$ cat src/rtl/hamming_pkg.sv
// Shared constants, FSM states and codeword helpers for the Hamming frame sequencer.
package hamming_pkg;

  localparam int BLOCKS  = 8;
  localparam int CW_W    = 16;
  localparam int BYTE_W  = 8;
  localparam int SYN_W   = 4;
  localparam int FRAME_W = BLOCKS * CW_W;
  localparam int DATA_W  = BLOCKS * BYTE_W;
  localparam int SYNS_W  = BLOCKS * SYN_W;

  typedef enum logic [1:0] {
    FILL,
    DECODE,
    OUT
  } state_t;

  // Only bits 14..3 of a codeword take part in the parity checks, so only they are passed in.
  // The result is the 1-based Hamming position of a single flipped bit, where position p
  // lives at codeword bit 15-p.
  function automatic logic [SYN_W-1:0] syndrome(input logic [CW_W-2:3] cw);
    logic p0;
    logic p1;
    logic p2;
    logic p3;
    p0 = cw[14] ^ cw[12] ^ cw[10] ^ cw[8] ^ cw[6] ^ cw[4];
    p1 = cw[13] ^ cw[12] ^ cw[9]  ^ cw[8] ^ cw[5] ^ cw[4];
    p2 = cw[11] ^ cw[10] ^ cw[9]  ^ cw[8] ^ cw[3];
    p3 = cw[7]  ^ cw[6]  ^ cw[5]  ^ cw[4] ^ cw[3];
    return {p3, p2, p1, p0};
  endfunction

  function automatic logic [3:0] popcount8(input logic [7:0] v);
    logic [3:0] c;
    c = '0;
    for (int i = 0; i < 8; i++) begin
      c = c + {3'b000, v[i]};
    end
    return c;
  endfunction

  // Positions that carry data bits; any other nonzero syndrome leaves the byte untouched.
  function automatic logic isDataPos(input logic [SYN_W-1:0] pos);
    case (pos)
      4'd3, 4'd5, 4'd6, 4'd7, 4'd9, 4'd10, 4'd11, 4'd12: return 1'b1;
      default:                                          return 1'b0;
    endcase
  endfunction

endpackage

$ cat src/rtl/hamming_decoder.sv
// Combinational 8-block Hamming decoder: corrects a single data-bit error per block and
// extracts the 8 data bits of each 16-bit codeword (byte MSB = codeword bit 12).
module hamming_decoder
  import hamming_pkg::*;
(
  input  logic [FRAME_W-1:0] data_in,
  output logic [DATA_W-1:0]  data_out,
  output logic [SYNS_W-1:0]  error_positions
);

  logic [CW_W-1:0]  cw;
  logic [CW_W-1:0]  fixed;
  logic [SYN_W-1:0] syn;
  logic             unusedBits;

  // Per block: locate the flipped bit, correct it when it is a data bit, then pick out the byte.
  always_comb begin
    data_out        = '0;
    error_positions = '0;
    cw              = '0;
    fixed           = '0;
    syn             = '0;
    unusedBits      = 1'b0;
    for (int i = 0; i < BLOCKS; i++) begin
      cw    = data_in[CW_W*i +: CW_W];
      syn   = syndrome(cw[CW_W-2:3]);
      fixed = cw;
      if (isDataPos(syn)) begin
        fixed[4'd15 - syn] = ~fixed[4'd15 - syn];
      end
      data_out[BYTE_W*i +: BYTE_W] = {fixed[12], fixed[10], fixed[9], fixed[8],
                                      fixed[6],  fixed[5],  fixed[4], fixed[3]};
      error_positions[SYN_W*i +: SYN_W] = syn;
      unusedBits = unusedBits ^ fixed[15] ^ fixed[14] ^ fixed[13] ^ fixed[11] ^ fixed[7]
                   ^ (^fixed[2:0]);
    end
  end

endmodule

$ cat src/rtl/hamming_frame_sequencer.sv
// Streaming front-end: gathers eight codewords into a frame, decodes it, holds the result
// on a valid/ready output and keeps saturating frame / corrected-block statistics.
module hamming_frame_sequencer
  import hamming_pkg::*;
#(
  parameter int CNT_W = 16
)
(
  input  logic               clk,
  input  logic               rst,
  input  logic               in_valid,
  output logic               in_ready,
  input  logic [CW_W-1:0]    in_word,
  input  logic               flush,
  output logic               out_valid,
  input  logic               out_ready,
  output logic [DATA_W-1:0]  out_data,
  output logic [BLOCKS-1:0]  out_err_mask,
  output logic [SYNS_W-1:0]  out_syndromes,
  output logic [CNT_W-1:0]   frame_count,
  output logic [CNT_W-1:0]   corr_count
);

  state_t              state_q;
  logic [2:0]          idx_q;
  logic [FRAME_W-1:0]  frame_q;
  logic                inReady_q;
  logic                outValid_q;
  logic [DATA_W-1:0]   outData_q;
  logic [BLOCKS-1:0]   errMask_q;
  logic [SYNS_W-1:0]   syndromes_q;
  logic [CNT_W-1:0]    frameCnt_q;
  logic [CNT_W-1:0]    corrCnt_q;

  logic                accept;
  logic                doFlush;
  logic                goDecode;
  logic [3:0]          padFrom;
  logic [FRAME_W-1:0]  frame_d;
  logic [SYNS_W-1:0]   syndromes;
  logic [BLOCKS-1:0]   errMask;
  logic [DATA_W-1:0]   decData;
  logic [CNT_W-1:0]    frameCnt_d;
  logic [CNT_W-1:0]    corrCnt_d;
  logic [CNT_W:0]      corrSum;

  hamming_decoder u_decoder (
    .data_in         (frame_q),
    .data_out        (decData),
    .error_positions ()
  );

  // Next frame contents: store an accepted word, and on flush zero every slot after the last
  // word taken this cycle (an accept in the flush cycle lands before the padding starts).
  always_comb begin
    accept  = in_valid & inReady_q;
    frame_d = frame_q;
    if (accept) begin
      frame_d[CW_W*int'(idx_q) +: CW_W] = in_word;
    end
    padFrom = {1'b0, idx_q} + {3'b000, accept};
    doFlush = flush && (state_q == FILL) && (accept || (idx_q != 3'd0));
    if (doFlush) begin
      for (int i = 0; i < BLOCKS; i++) begin
        if (4'(i) >= padFrom) begin
          frame_d[CW_W*i +: CW_W] = '0;
        end
      end
    end
    goDecode = (accept && (idx_q == 3'd7)) || doFlush;
  end

  // Syndromes and error mask are taken straight from the held frame so they are ready in DECODE.
  always_comb begin
    syndromes = '0;
    errMask   = '0;
    for (int i = 0; i < BLOCKS; i++) begin
      syndromes[SYN_W*i +: SYN_W] = syndrome(frame_q[CW_W*i+3 +: CW_W-4]);
      errMask[i] = |syndromes[SYN_W*i +: SYN_W];
    end
  end

  // Saturating statistics: the corrected-block sum is one bit wider so overflow is visible.
  always_comb begin
    frameCnt_d = (frameCnt_q == '1) ? frameCnt_q : frameCnt_q + CNT_W'(1);
    corrSum    = {1'b0, corrCnt_q} + (CNT_W+1)'(popcount8(errMask_q));
    corrCnt_d  = corrSum[CNT_W] ? '1 : corrSum[CNT_W-1:0];
  end

  // Main FSM: fill the frame, spend one cycle capturing the decode, then hold it until taken.
  always_ff @(posedge clk) begin
    if (rst) begin
      state_q     <= FILL;
      idx_q       <= '0;
      frame_q     <= '0;
      inReady_q   <= 1'b1;
      outValid_q  <= 1'b0;
      outData_q   <= '0;
      errMask_q   <= '0;
      syndromes_q <= '0;
      frameCnt_q  <= '0;
      corrCnt_q   <= '0;
    end else begin
      case (state_q)
        FILL: begin
          frame_q <= frame_d;
          if (accept) begin
            idx_q <= idx_q + 3'd1;
          end
          if (goDecode) begin
            state_q   <= DECODE;
            inReady_q <= 1'b0;
          end
        end
        DECODE: begin
          outData_q   <= decData;
          errMask_q   <= errMask;
          syndromes_q <= syndromes;
          outValid_q  <= 1'b1;
          state_q     <= OUT;
        end
        OUT: begin
          if (out_ready) begin
            frameCnt_q <= frameCnt_d;
            corrCnt_q  <= corrCnt_d;
            frame_q    <= '0;
            idx_q      <= '0;
            outValid_q <= 1'b0;
            inReady_q  <= 1'b1;
            state_q    <= FILL;
          end
        end
        default: begin
          state_q    <= FILL;
          idx_q      <= '0;
          frame_q    <= '0;
          outValid_q <= 1'b0;
          inReady_q  <= 1'b1;
        end
      endcase
    end
  end

  assign in_ready      = inReady_q;
  assign out_valid     = outValid_q;
  assign out_data      = outData_q;
  assign out_err_mask  = errMask_q;
  assign out_syndromes = syndromes_q;
  assign frame_count   = frameCnt_q;
  assign corr_count    = corrCnt_q;

endmodule

$ cat config.mk
export PLATFORM = sky130hd
export DESIGN_NAME = hamming_frame_sequencer
export DESIGN_NICKNAME = d
export VERILOG_FILES = /design/src/rtl/hamming_pkg.sv /design/src/rtl/hamming_decoder.sv /design/src/rtl/hamming_frame_sequencer.sv
export SDC_FILE = /design/constraint.sdc
export NUM_CORES = 1
export LEC_CHECK = 0
export CAP_MARGIN = 10
export CELL_PAD_IN_SITES_DETAIL_PLACEMENT = 0
export CELL_PAD_IN_SITES_GLOBAL_PLACEMENT = 1
export CORE_MARGIN = 5
export CORE_UTILIZATION = 45
export DETAILED_ROUTE_END_ITERATION = 10
export GPL_ROUTABILITY_DRIVEN = 0
export HOLD_SLACK_MARGIN = 0.02
export PLACE_DENSITY_LB_ADDON = 0.05
export SYNTH_ARGS = -nofsm -noshare
export SYNTH_HDL_FRONTEND = slang
export SYNTH_SLANG_ARGS = --single-unit
$ cat constraint.sdc
create_clock -name clk -period 9.7 [get_ports clk]
set_input_delay 2.425 -clock clk [delete_from_list [all_inputs] [get_ports clk]]
set_output_delay 2.425 -clock clk [all_outputs]
set_load 0.05 [all_outputs]
=== After elaboration in Yosys (flattened, before gate mapping) ===
Memories as Yosys holds them, arrays and structs flattened.
Index checks and enable logic that the tools add are counted.

* Memories kept: 8
* Memory bits (read-only): 128
* RAM bits: 0
* Bits in latches: 0
* Register bits after elaboration: 271

{| class="wikitable"
|+ Memories
! memory !! depth !! width !! read ports !! clocked after Yosys merged registers in !! write ports !! RTL line !! text
|-
| (no name shown) || 16 || 1 || 1 || 0 || 0 || hamming_pkg.sv:44 || <nowiki>case (pos)</nowiki>
|-
| (no name shown) || 16 || 1 || 1 || 0 || 0 || hamming_pkg.sv:44 ||
|-
| (no name shown) || 16 || 1 || 1 || 0 || 0 || hamming_pkg.sv:44 ||
|-
| (no name shown) || 16 || 1 || 1 || 0 || 0 || hamming_pkg.sv:44 ||
|-
| (no name shown) || 16 || 1 || 1 || 0 || 0 || hamming_pkg.sv:44 ||
|-
| (no name shown) || 16 || 1 || 1 || 0 || 0 || hamming_pkg.sv:44 ||
|-
| 2 more memories || - || - || - || - || - || - ||
|}

* Bitwise gates (word level): 156
* Shift-type cells: 2
* Eq/ne operators: 7
* Mux-type cells: 73
* Div/mod/pow operators: 0
* Multipliers: 0
* Reductions and logical operators: 30
* $lt $le $gt $ge: 24
* Add/sub/neg operators: 20

{| class="wikitable"
|+ Operators by type and width
! kind !! number
|-
| $mux 128 || 3
|-
| $pmux 128 s3 || 1
|-
| $mux 16 || 9
|-
| $xor 1x1->1 || 144
|-
| $bwmux 128 || 1
|-
| $bwmux 16 || 8
|-
| $shift 16x33->128 const A || 1
|-
| $shiftx 16x33->128 || 1
|-
| $mux 13 || 8
|-
| $lt 4x5->1 const B || 8
|-
| $neg 7->33 || 1
|-
| $bmux 1 s4 || 8
|-
| $demux 1 s4 || 8
|-
| $ge 4x1->1 const B || 8
|-
| $reduce_or 4->1 || 8
|-
| $sub 4x4->4 const A || 8
|-
| $mux 1 || 19
|-
| $add 16x4->17 || 1
|-
| $add 16x1->16 const B || 1
|-
| $add 4x1->4 || 4
|-
| $eq 16x16->1 const B || 1
|-
| $ge 3x4->1 const A || 4
|-
| $logic_and 1x1->1 || 11
|-
| $not 1->1 || 11
|-
| 21 further kinds || 35
|}

=== Logic depth before layout (Yosys ltp) ===
Gate-level depths: netlist of run 1.

* Word-level depth: 12
* Mapped depth: 14
* Gate-level depth less buffers: 14

=== Cells and area by module ===
Synthesis of run 1 repeated with hierarchy kept, for this count alone.

* Cells, all modules: 1539
* Area total of the unflattened synthesis: 14092.3 µm²

{| class="wikitable"
|+ Modules (own cells, without submodules)
! module !! times used !! sequential area each (µm²) !! area an instance (µm²) !! cells an instance
|-
| hamming_frame_sequencer || 1 || 5425.2 || 11148.2 || 1159
|-
| hamming_decoder || 1 || 0.0 || 2944.1 || 380
|}

=== Worst setup path before layout of run 1 ===
Ideal clock, no wire load.

* Path kind: input -> register
* Start point: input port in_valid
* End point: register frame_q[10]
* Path buffers: 1
* Slack: 5.362 ns
* Required time: 9.583 ns
* Stages on the path: 9
* Arrival time: 4.221 ns
* Library setup time: 0.117 ns
* Cell sequence: nand2_1 -> inv_2 -> ha_1 -> a31oi_1 -> nand2_1 -> o31ai_1 -> o22ai_1 -> clkbuf_1 -> a22o_1

* Cells in the longest elaborated chain, start to end: 6

{| class="wikitable"
|+ Ends and longest elaborated chain
! item !! RTL line !! text
|-
| start, declared || hamming_frame_sequencer.sv:11 || <nowiki>input logic in_valid,</nowiki>
|-
| $and 1x1->1 (*) || hamming_frame_sequencer.sv:56 || <nowiki>accept = in_valid & inReady_q;</nowiki>
|-
| $add 3x1->4 || hamming_frame_sequencer.sv:61 || <nowiki>padFrom = {1'b0, idx_q} + {3'b000, accept};</nowiki>
|-
| $ge 1x4->1 || hamming_frame_sequencer.sv:65 || <nowiki>if (4'(i) >= padFrom) begin</nowiki>
|-
| $mux 16 || hamming_frame_sequencer.sv:65 ||
|-
| $mux 128 (*) || hamming_frame_sequencer.sv:63 || <nowiki>if (doFlush) begin</nowiki>
|-
| $pmux 128 s3 (*) || hamming_frame_sequencer.sv:104 || <nowiki>case (state_q)</nowiki>
|-
| end signal, assigned || hamming_frame_sequencer.sv:106 || <nowiki>frame_q <= frame_d;</nowiki>
|-
| end, declared || hamming_frame_sequencer.sv:26 || <nowiki>logic [FRAME_W-1:0] frame_q;</nowiki>
|}

Mark *: on every way between the ends. The rest lies on a longest branch, timed or not.
A chain may end at the register's enable or synchronous reset.

=== Final worst setup path of run 1 ===
* Start point: input port in_valid
* End point: register frame_q[6]

The elaborated chain is that of the path after synthesis.

==> results.py, run 1 <==
metrics = {
    "run_status": {
        "status": "completed",
    },
    "synthesis": {
        "synthCells": 1361,
        "syn-mean-instance-area_um2": 8.975,
        "ys_seq_elements": 249,
        "netlist.area_leader.share_pct": 40.81,
        "synth_warnings": 0,
        "synth_nets": 1403,
        "synth_top_family_by_area": "compound AO/OA/AOI/OAI gates",
        "yosysTopAreaCell": "dfxtp_1",
        "netlist_area_um2": 12220,
        "synth-seq-area-share_pct": 40.81,
        "synth_adder_area_share_pct": 2.458,
        "synth_edf_count": 0,
        "async_reset_ff_share_pct": 0,
        "synth_xor_xnor_area_share_pct": 15.38,
        "synth.distinct_cells": 68,
        "muxShareOfSynthArea_pct": 1.434,
        "synth_compound_area_share_pct": 19.39,
        "synth_ff_type": "dfxtp_1",
        "post_synth_and_or_nand_nor_area_fraction_pct": 16.90,
        "ys_top_cells_by_area": "dfxtp_1 41%, xnor2_1 8.4%, a22o_1 6.7%",
    },
    "power_and_ir_drop": {
        "power_frac_seq_pct": 40.2,
        "internal_power_mw": 1.945,
        "clkPwrFrac_pct": 42.9,
        "peakVddDrop_mv": 0.1227,
        "swShare_pct": 28.56,
        "combPwrFrac_pct": 16.9,
        "finalPower_mw": 2.723,
        "cellPowerDensity_nw_per_um2": 181.9,
        "p_leak_nw": 5.342,
        "switchingPower_uw": 777.6,
    },
    "routing": {
        "routedWlPerCell_um": 18.51,
        "top_layer": "met4",
        "dr_wl_met3_um": 1605,
        "routed_wl_um": 33750,
        "route.vias.total": 10120,
        "drt_iter0_drc": 736,
        "wl_met2_um": 14710,
        "via_per_inst": 5.549,
        "drc": 0,
        "detail-route-antenna-nets": 0,
        "wl_met1_um": 16960,
        "first_pass_iters": 5,
    },
    "critical_path": {
        "slowest_stage": "o22ai_1",
        "end_kind": "flop",
        "cpPeakStageDelay_ps": 430,
        "reg2reg_to": "corr_count[5]$_SDFFE_PP0P_",
        "crit_buf_inv": 2,
        "worst_setup_path_start_kind": "input pin",
        "r2r_slack_ps": 5720,
        "r2r_cells": 13,
        "required_ps": 10130,
        "r2r-start": "out_err_mask[0]$_SDFFE_PP0P_",
        "path_class": "input pin to flop",
        "cp_max_fo": 15,
        "cp_common_cell": "nand2_1",
        "crit_chain": "clkdlybuf4s50_1, nand2_1, inv_2, ha_1, a31oi_1, nand2_1, o31ai_1, o22ai_1, a22o_1",
        "crit_family": "compound AO/OA/AOI/OAI gates",
        "arrival_ps": 5070,
    },
    "timing": {
        "skew_ps": 16.34,
        "slew_headroom_pct": 24.25,
        "final_max_slew_viol_count": 0,
        "max_freq_mhz": 215.5,
        "fin_setup_tns_ps": 0,
        "finalSetupViolations": 0,
        "hold_violations": 0,
        "hold_ws_ps": 453.0,
        "fin_crit_ps": 4640,
        "rsz0062_at_grt": "no",
        "worst_pin_slew_ps": 1136,
        "fin_crit_sh_pct": 47.84,
    },
    "global_route": {
        "grt_pass1_vias": 9493,
        "grt_pass1_wl_um": 53510,
        "antenna_found_initial": 0,
        "grt_overflow": 0,
        "grt_use_total_pct": 21.26,
        "grt_start_max_net_pins": 86,
    },
    "floorplan": {
        "die_area_um2": 30540,
        "boundaryPins": 159,
        "std_cell_rows": 60,
        "fp.dieW_um": 174.8,
        "initial_core_util_pct": 45.45,
        "die_y_um": 174.8,
        "coreArea_um2": 26880,
    },
    "clock_tree": {
        "clkSlewWorstSetupHoldPaths_ps": 60,
        "cts.path.max_buffers": 3,
        "ctsHoldBuffers": 0,
        "post-cts-setup-buffers": 0,
        "cts_buffers": 29,
        "cts_tree": "done",
        "htree_num_levels": 1,
        "cts-resized-gates": 0,
        "ctsRootBufferMaster": "clkbuf_16",
        "clock_latency_ps": 560,
        "clock-sinks": 249,
    },
    "job": {
        "max_cap_viol_count": 0,
    },
    "placed_design": {
        "hpwlAfterDp_um": 23570,
        "dp.cells": 1770,
        "port_buffers": 158,
    },
    "final_layout": {
        "areaGrowthSynthToFinish_pct": 22.50,
        "num_antenna_cells": 0,
        "final_util_pct": 55.68,
        "final_nets": 1502,
        "stdcell_count": 1823,
        "n_fill_cell": 2502,
        "layout-drive-gt1-share_pct": 5.128,
    },
    "min_path": {
        "hp-class": "flop to flop",
        "hold_depth": 2,
        "min-delay-start": "out_syndromes[11]$_SDFFE_PP0P_",
        "hold_end": "out_syndromes[11]$_SDFFE_PP0P_",
    },
}
==> flip-flops by register name, indices dropped and copies added (netlist names) <==
register / flops
state_q: 2
out_err_mask: 8
frame_count: 16
corr_count: 16
out_data: 64
out_syndromes: 32
frame_q: 106
out_valid: 1
in_ready: 1
idx_q: 3
==> through the flow <==
step / cell area (um^2) / setup slack [ps]
finish: 14960 / 5060
global route: 14960 / 4759
CTS: 14960 / 5116
detailed placement: 13900 / 4533
global placement: 13900 / 4632
floorplan: 12220 / 5362
==> per-layer routing <==
| metal | vias to the layer above | track usage (%) |
|---|---|---|
| li1 | 5035 | - |
| met1 | 4789 | 31.99 |
| met2 | 257 | 33.01 |
| met3 | 35 | 2.748 |
| met4 | 0 | 3.961 |
| met5 | - | 0 |
==> power groups by stage <==
stage / clock, mW / combinational, mW / sequential (mW)
after detailed placement: 0 / 0.458 / 1.12
after CTS: 1.20 / 0.460 / 1.09
final: 1.17 / 0.460 / 1.09
after global placement: 0 / 0.453 / 1.12
after floorplan: 0 / 0.231 / 1.21
after global routing: 1.24 / 0.495 / 1.10
==> tightest hold or removal path: stages, from the launching register on <==
cell and delay, ps:
dfxtp_1 310, nand2_1 50, a21oi_1 50
==> synthesized netlist by cell type, types with 9 or more instances <==
cell / n
nand2_1: 114
a211oi_1: 44
clkbuf_1: 80
xor2_1: 54
a311oi_1: 30
ha_1: 16
nand4_1: 9
inv_1: 16
and2_1: 10
a21oi_1: 68
nand2b_1: 14
dfxtp_1: 249
xnor2_1: 117
nor2_1: 146
nand3_1: 39
mux2i_1: 13
a22o_1: 93
o22ai_1: 10
and3_1: 18
o21ai_0: 39
xnor3_1: 9
nor3_1: 31
or3_1: 27
==> logic make-up after synthesis <==
kind of cell | count (synthesis)
XOR/XNOR | 188
AND/OR/NAND/NOR | 441
multiplexers | 16
buffers and inverters | 115
flip-flops | 249
adder cells (fa/ha/maj) | 21
AO/OA/AOI/OAI | 331
==> area by class of cell <==
cell class                      count  area [um^2]  area share [%]
Timing Repair Buffer              164         1624           10.85
Sequential cell                   249         4985           33.31
Multi-Input combinational cell    997         6798           45.43
Clock inverter                     12        178.9           1.196
Clock buffer                       41        880.8           5.886
Inverter                           19        71.32          0.4766
Tap cell                          341        426.7           2.851
==> layout by cell type (no fill, tap or decap), types with 11 or more instances in the layout <==
cell	synthesis	layout
ha_1	16	16
a211oi_1	44	44
clkbuf_8	0	11
nor2_1	146	146
a21oi_1	68	68
dfxtp_1	249	249
nand3_1	39	39
nand2b_1	14	13
mux2i_1	13	13
xnor2_1	117	117
and3_1	18	18
clkdlybuf4s50_1	0	157
a22o_1	93	93
nand2_1	114	114
nor3_1	31	31
clkbuf_16	0	29
a311oi_1	30	30
xor2_1	54	54
or3_1	27	27
o21ai_0	39	39
inv_1	16	16
==> worst max-delay path by stage <==
stage	startpoint	to	slack, ps	depth (start not counted)
global route	in_valid	frame_q[6]$_SDFFE_PP0P_	4760	9
detailed placement	in_valid	frame_q[6]$_SDFFE_PP0P_	4530	9
finish	in_valid	frame_q[6]$_SDFFE_PP0P_	5060	9
floorplan	in_valid	frame_q[10]$_SDFFE_PP0P_	5360	9
CTS	in_valid	frame_q[5]$_SDFFE_PP0P_	5120	10
global placement	in_valid	frame_q[9]$_SDFFE_PP0P_	4630	9
(Power assumes the default switching activity.)
==> run 2: changes to the inputs <==
--- a/config.mk
+++ b/config.mk
@@ -9,7 +9,7 @@
 export CELL_PAD_IN_SITES_DETAIL_PLACEMENT = 0
 export CELL_PAD_IN_SITES_GLOBAL_PLACEMENT = 1
 export CORE_MARGIN = 5
-export CORE_UTILIZATION = 45
+export CORE_UTILIZATION = 42
 export DETAILED_ROUTE_END_ITERATION = 10
 export GPL_ROUTABILITY_DRIVEN = 0
 export HOLD_SLACK_MARGIN = 0.02
==> constraint.sdc (replaced) <==
create_clock -name clk -period 4.6 [get_ports clk]
set_input_delay 1.15 -clock clk [delete_from_list [all_inputs] [get_ports clk]]
set_output_delay 1.15 -clock clk [all_outputs]
set_load 0.05 [all_outputs]
==> run 2 against run 1 <==
Compared with the run above: global-route usage fell by 0.71 points; sequential power grew 110%; final area increased by 0.18%; total power rose by 110%; setup slack worse by 4300 ps; via count is 0.50% higher; first-iteration DRC count shrank 9.4%; largest power group unchanged.
==> results.py, run 2 (synthesis results as in run 1) <==
metrics = {
    "run_status": {
        "status": "completed",
    },
    "routing": {
        "detail-route-antenna-nets": 0,
        "route.vias.total": 10170,
        "drc": 0,
        "routedWlPerCell_um": 18.76,
        "routed_wl_um": 35140,
        "first_pass_iters": 5,
        "wl_met2_um": 15640,
        "drt_iter0_drc": 667,
        "via_per_inst": 5.428,
        "top_layer": "met4",
        "dr_wl_met3_um": 1783,
        "wl_met1_um": 16760,
    },
    "critical_path": {
        "slowest_stage": "fa_1",
        "crit_family": "adder cells",
        "cpPeakStageDelay_ps": 580,
        "arrival_ps": 4340,
        "cp_common_cell": "fa_1",
        "required_ps": 5050,
        "end_kind": "flop",
        "worst_setup_path_start_kind": "flop",
        "path_class": "flop to flop",
        "cp_max_fo": 7,
        "crit_chain": "fa_1, inv_1, fa_1, fa_1, fa_1, inv_1, fa_1, a21o_1, a21oi_1, nor3_1, nand3_1, and3_1, a311oi_1",
        "crit_buf_inv": 2,
    },
    "floorplan": {
        "initial_core_util_pct": 42.56,
        "fp.dieW_um": 180.5,
        "boundaryPins": 159,
        "coreArea_um2": 28700,
        "std_cell_rows": 62,
        "die_area_um2": 32590,
        "die_y_um": 180.5,
    },
    "timing": {
        "fin_crit_sh_pct": 84.43,
        "max_freq_mhz": 257.5,
        "slew_headroom_pct": 23.09,
        "finalSetupViolations": 0,
        "final_max_slew_viol_count": 0,
        "fin_crit_ps": 3884,
        "rsz0062_at_grt": "no",
        "hold_violations": 0,
        "hold_ws_ps": 452.1,
        "skew_ps": 8.371,
        "worst_pin_slew_ps": 1154,
        "setup_ws_ps": 716.4,
        "fin_setup_tns_ps": 0,
    },
    "final_layout": {
        "layout-drive-gt1-share_pct": 5.171,
        "areaGrowthSynthToFinish_pct": 22.72,
        "num_antenna_cells": 0,
        "final_nets": 1508,
        "fin_area_um2": 14990,
        "mostFrequentLayoutCell": "dfxtp_1",
        "regMostFlops": "frame_q",
        "largest_reg_flops": 106,
        "stdcell_count": 1873,
        "mostFrequentLayoutCells": "249 x dfxtp_1, 157 x clkdlybuf4s50_1, 146 x nor2_1",
    },
    "clock_tree": {
        "clkSlewWorstSetupHoldPaths_ps": 60,
        "ctsRootBufferMaster": "clkbuf_16",
        "cts_tree": "done",
        "htree_num_levels": 1,
        "cts.path.max_buffers": 3,
        "ctsHoldBuffers": 0,
        "clock-sinks": 249,
        "cts_buffers": 30,
        "clock_latency_ps": 550,
        "post-cts-setup-buffers": 0,
        "cts-resized-gates": 0,
    },
    "global_route": {
        "grt_use_total_pct": 20.55,
        "grt_pass1_wl_um": 55220,
        "grt_start_max_net_pins": 71,
        "grt_overflow": 0,
        "antenna_found_initial": 0,
        "grt_pass1_vias": 9507,
    },
    "placed_design": {
        "hpwlAfterDp_um": 24550,
        "dp_slack_ps": 748.1,
        "port_buffers": 158,
        "dp.cells": 1818,
        "dpl_cell_area_um2": 14000,
    },
    "job": {
        "max_cap_viol_count": 0,
    },
    "power_and_ir_drop": {
        "peakVddDrop_mv": 0.2678,
        "swShare_pct": 29.44,
        "cellPowerDensity_nw_per_um2": 375.3,
        "internal_power_mw": 3.970,
        "combPwrFrac_pct": 17.5,
        "switchingPower_mw": 1.656,
        "clkPwrFrac_pct": 41.5,
        "p_leak_nw": 5.329,
        "power_frac_seq_pct": 41.0,
    },
    "min_path": {
        "hp-class": "flop to flop",
    },
}
[run 2: cell count changes in the layout (fill, tap and decap cells not counted)]
cell / before / now
clkbuf_1: 1 / 7
buf_4: 7 / 12
bufinv_16: 4 / 0
clkbuf_16: 29 / 31
clkinv_2: 6 / 4
clkbuf_8: 11 / 12
clkinv_4: 1 / 0
clkinvlp_4: 0 / 1
inv_16: 1 / 0
[run 2: routing by layer]
metal | GRT usage (%) | vias up
met5 | 0 | -
met4 | 5.596 | 0
met3 | 2.927 | 56
met2 | 32.70 | 249
met1 | 29.36 | 4805
li1 | - | 5057
[run 2: final cells by class]
type | instances | area [um^2]
clock buffer | 50 | 967.2
clock inverter | 5 | 27.53
fill | 2735 | 13710
inverter | 19 | 71.32
multi-input combinational | 997 | 6798
sequential | 249 | 4985
tap | 384 | 480.5
timing repair buffer | 169 | 1662
[run 2: power groups by stage]
stage	sequential, mW	clock [mW]	combinational [mW]
2_1_floorplan	2.54	0	0.487
3_3_place_gp	2.36	0	0.981
3_5_place_dp	2.36	0	0.984
4_1_cts	2.31	2.38	0.987
5_1_grt	2.32	2.48	1.06
6_report	2.31	2.33	0.984
[run 2: tightest hold or removal path, stage by stage, from the launching register on]
cell	delay, ps
dfxtp_1	310
nand2_1	50
a21oi_1	50
[run 2: path summary, 6_finish.rpt]
path | slack, ps | startpoint | end | cells after the start
worst max-delay path | 720 | out_err_mask[0]$_SDFFE_PP0P_ | corr_count[5]$_SDFFE_PP0P_ | 13
worst min-delay path | 450 | out_data[26]$_SDFFE_PP0P_ | out_data[26]$_SDFFE_PP0P_ | 2
worst max register to register | 720 | out_err_mask[0]$_SDFFE_PP0P_ | corr_count[5]$_SDFFE_PP0P_ | 13
worst min register to register | 450 | out_data[26]$_SDFFE_PP0P_ | out_data[26]$_SDFFE_PP0P_ | 2
[run 2: through the flow]
step,power (mW),util [%]
finish,5.626,52.23
global route,5.858,52.23
CTS,5.679,52.23
detailed placement,3.341,48.76
global placement,3.336,48.76
floorplan,3.030,-
==> run 3: changes to the inputs <==
==> constraint.sdc (replaced) <==
create_clock -name clk -period 3.8 [get_ports clk]
set_input_delay 0.95 -clock clk [delete_from_list [all_inputs] [get_ports clk]]
set_output_delay 0.95 -clock clk [all_outputs]
set_load 0.05 [all_outputs]
==> run 3 against run 2 <==
Compared with the run above: non-clock buffer count is 9 higher; fmax grew 6.6%; clock skew about the same; flip-flop and latch count unchanged; largest cell class unchanged; critical path depth grew 1; first-iteration DRC count decreased by 4.5%; setup slack got worse by 560 ps; cell count is 0.21% higher; count of clock-buffer cells in the layout fell by 10; core utilization grew 0.24 points.
==> results.py, run 3 (synthesis results as in run 1) <==
metrics = {
    "floorplan": {
        "die_y_um": 180.5,
        "die_area_um2": 32590,
        "std_cell_rows": 62,
        "boundaryPins": 159,
        "initial_core_util_pct": 42.56,
        "fp.dieW_um": 180.5,
        "coreArea_um2": 28700,
    },
    "placed_design": {
        "hpwlAfterDp_um": 24480,
        "dpl_cell_area_um2": 14070,
        "port_buffers": 158,
        "dp_slack_ps": -5.921,
    },
    "timing": {
        "setup_ws_ps": 156.3,
        "rsz0062_at_grt": "yes",
        "worst_pin_slew_ps": 1163,
        "max_freq_mhz": 274.4,
        "hold_violations": 0,
        "fin_setup_tns_ps": 0,
        "final_max_slew_viol_count": 0,
        "skew_ps": 8.665,
        "fin_crit_sh_pct": 95.89,
        "fin_crit_ps": 3644,
        "slew_headroom_pct": 22.49,
        "finalSetupViolations": 0,
    },
    "final_layout": {
        "mostFrequentLayoutCell": "dfxtp_1",
        "num_antenna_cells": 0,
        "final_nets": 1516,
        "final_util_pct": 52.47,
        "seqCellArea_um2": 4989,
        "mostFrequentLayoutCells": "246 x dfxtp_1, 157 x clkdlybuf4s50_1, 146 x nor2_1",
        "multi_input_area_um2": 6825,
        "regMostFlops": "frame_q",
        "largest_reg_flops": 106,
        "layout-drive-gt1-share_pct": 6.363,
        "areaGrowthSynthToFinish_pct": 23.28,
        "fin_area_um2": 15060,
        "n_fill_cell": 2730,
    },
    "critical_path": {
        "r2r_slack_ps": 160,
        "crit_chain": "fa_1, inv_1, fa_1, fa_1, fa_1, inv_1, fa_2, a21o_1, a21oi_2, nor3_2, and3_1, nand3_1, o21ai_0, nor2_1",
        "cp.depth": 14,
        "crit_buf_inv": 2,
        "arrival_ps": 4040,
        "crit_family": "adder cells",
        "end_kind": "flop",
        "worst_setup_path_start_kind": "flop",
        "required_ps": 4200,
        "path_class": "flop to flop",
        "reg2reg_to": "corr_count[12]$_SDFFE_PP0P_",
        "slowest_stage": "fa_1",
        "crit_path_end": "corr_count[12]$_SDFFE_PP0P_",
        "r2r_cells": 14,
        "cpPeakStageDelay_ps": 530,
        "r2r-start": "out_err_mask[0]$_SDFFE_PP0P_",
        "cp_max_fo": 4,
        "crit_start": "out_err_mask[0]$_SDFFE_PP0P_",
        "cp_common_cell": "fa_1",
    },
    "clock_tree": {
        "cts_tree": "done",
        "clock_latency_ps": 540,
        "clock-sinks": 249,
        "cts_buffers": 29,
        "htree_num_levels": 1,
        "clkSlewWorstSetupHoldPaths_ps": 60,
        "cts.path.max_buffers": 3,
        "post-cts-setup-buffers": 0,
        "ctsRootBufferMaster": "clkbuf_16",
    },
    "global_route": {
        "grt_pass1_wl_um": 54880,
        "grt_pass1_vias": 9674,
        "antenna_found_initial": 0,
        "grt_use_total_pct": 20.40,
        "grt_overflow": 0,
        "grt_start_max_net_pins": 81,
    },
    "routing": {
        "drt_iter0_drc": 637,
        "first_pass_iters": 5,
        "routedWlPerCell_um": 18.49,
        "route.vias.total": 10220,
        "routed_wl_um": 34700,
        "drc": 0,
        "via_per_inst": 5.443,
        "detail-route-antenna-nets": 0,
    },
    "power_and_ir_drop": {
        "finalPower_mw": 6.780,
        "cellPowerDensity_nw_per_um2": 450.2,
        "p_leak_nw": 5.368,
        "peakVddDrop_mv": 0.3580,
    },
    "min_path": {
        "hp-class": "flop to flop",
    },
    "run_status": {
        "status": "completed",
    },
    "job": {
        "max_cap_viol_count": 0,
    },
}
[run 3: cell types whose count changed in the layout (fill, tap and decap cells not counted), sizes merged]
| cell | previous run | this run |
|---|---|---|
| buf | 12 | 21 |
| bufinv | 0 | 2 |
| clkbuf | 50 | 40 |
| clkinv | 4 | 7 |
| clkinvlp | 1 | 0 |
| inv | 19 | 20 |
[run 3: report_power, final]
part	total (mW)	internal [mW]	switching [mW]
Combinational	1.21	0.399	0.813
Clock	2.77	1.69	1.08
Sequential	2.79	2.71	0.0864
[run 3: through the flow]
step	hold slack [ps]	std cells
6_report	449.7	1877
2_1_floorplan	441.6	1361
4_1_cts	456.5	1877
3_5_place_dp	448.7	1827
5_1_grt	464.4	1877
3_3_place_gp	443.3	1827
[run 3: how the worst min path moves through the flow]
| stage | from | depth (start not counted) | endpoint | slack [ps] |
|---|---|---|---|---|
| after floorplan | frame_q[80]$_SDFFE_PP0P_ | 1 | frame_q[80]$_SDFFE_PP0P_ | 440 |
| after global placement | out_data[60]$_SDFFE_PP0P_ | 2 | out_data[60]$_SDFFE_PP0P_ | 440 |
| after detailed placement | out_syndromes[18]$_SDFFE_PP0P_ | 2 | out_syndromes[18]$_SDFFE_PP0P_ | 450 |
| after CTS | out_data[26]$_SDFFE_PP0P_ | 2 | out_data[26]$_SDFFE_PP0P_ | 460 |
| after global routing | out_data[26]$_SDFFE_PP0P_ | 2 | out_data[26]$_SDFFE_PP0P_ | 460 |
| final | out_data[26]$_SDFFE_PP0P_ | 2 | out_data[26]$_SDFFE_PP0P_ | 450 |
[run 3: area by class of cell]
cell class                      instances  share of cell area, %
Tap cell                              384                  3.190
Clock inverter                         10                 0.6896
Clock buffer                           40                  5.691
Inverter                               19                 0.4736
Timing Repair Buffer                  178                  11.51
Sequential cell                       249                  33.13
Multi-Input combinational cell        997                  45.32
[run 3: per-layer routing]
layer	up-vias	part of all wire, %	global-route usage [%]	wire, um
li1	5092	-	-	-
met1	4856	47	28.64	16370
met2	227	46	32.98	16000
met5	-	0	0	0
met3	41	4.7	3.189	1614
met4	0	2.0	5.203	711
[run 3: repair_timing]
action,in CTS,in global routing
endpoints found under the setup margin,1,14
pin swaps,0,2
hold buffers,0,0
resized for setup,1,6
[run 3: tightest hold or removal path, cell delays in order (launching register included)]
cell and delay, ps:
dfxtp_1 310, nand2_1 50, a21oi_1 50
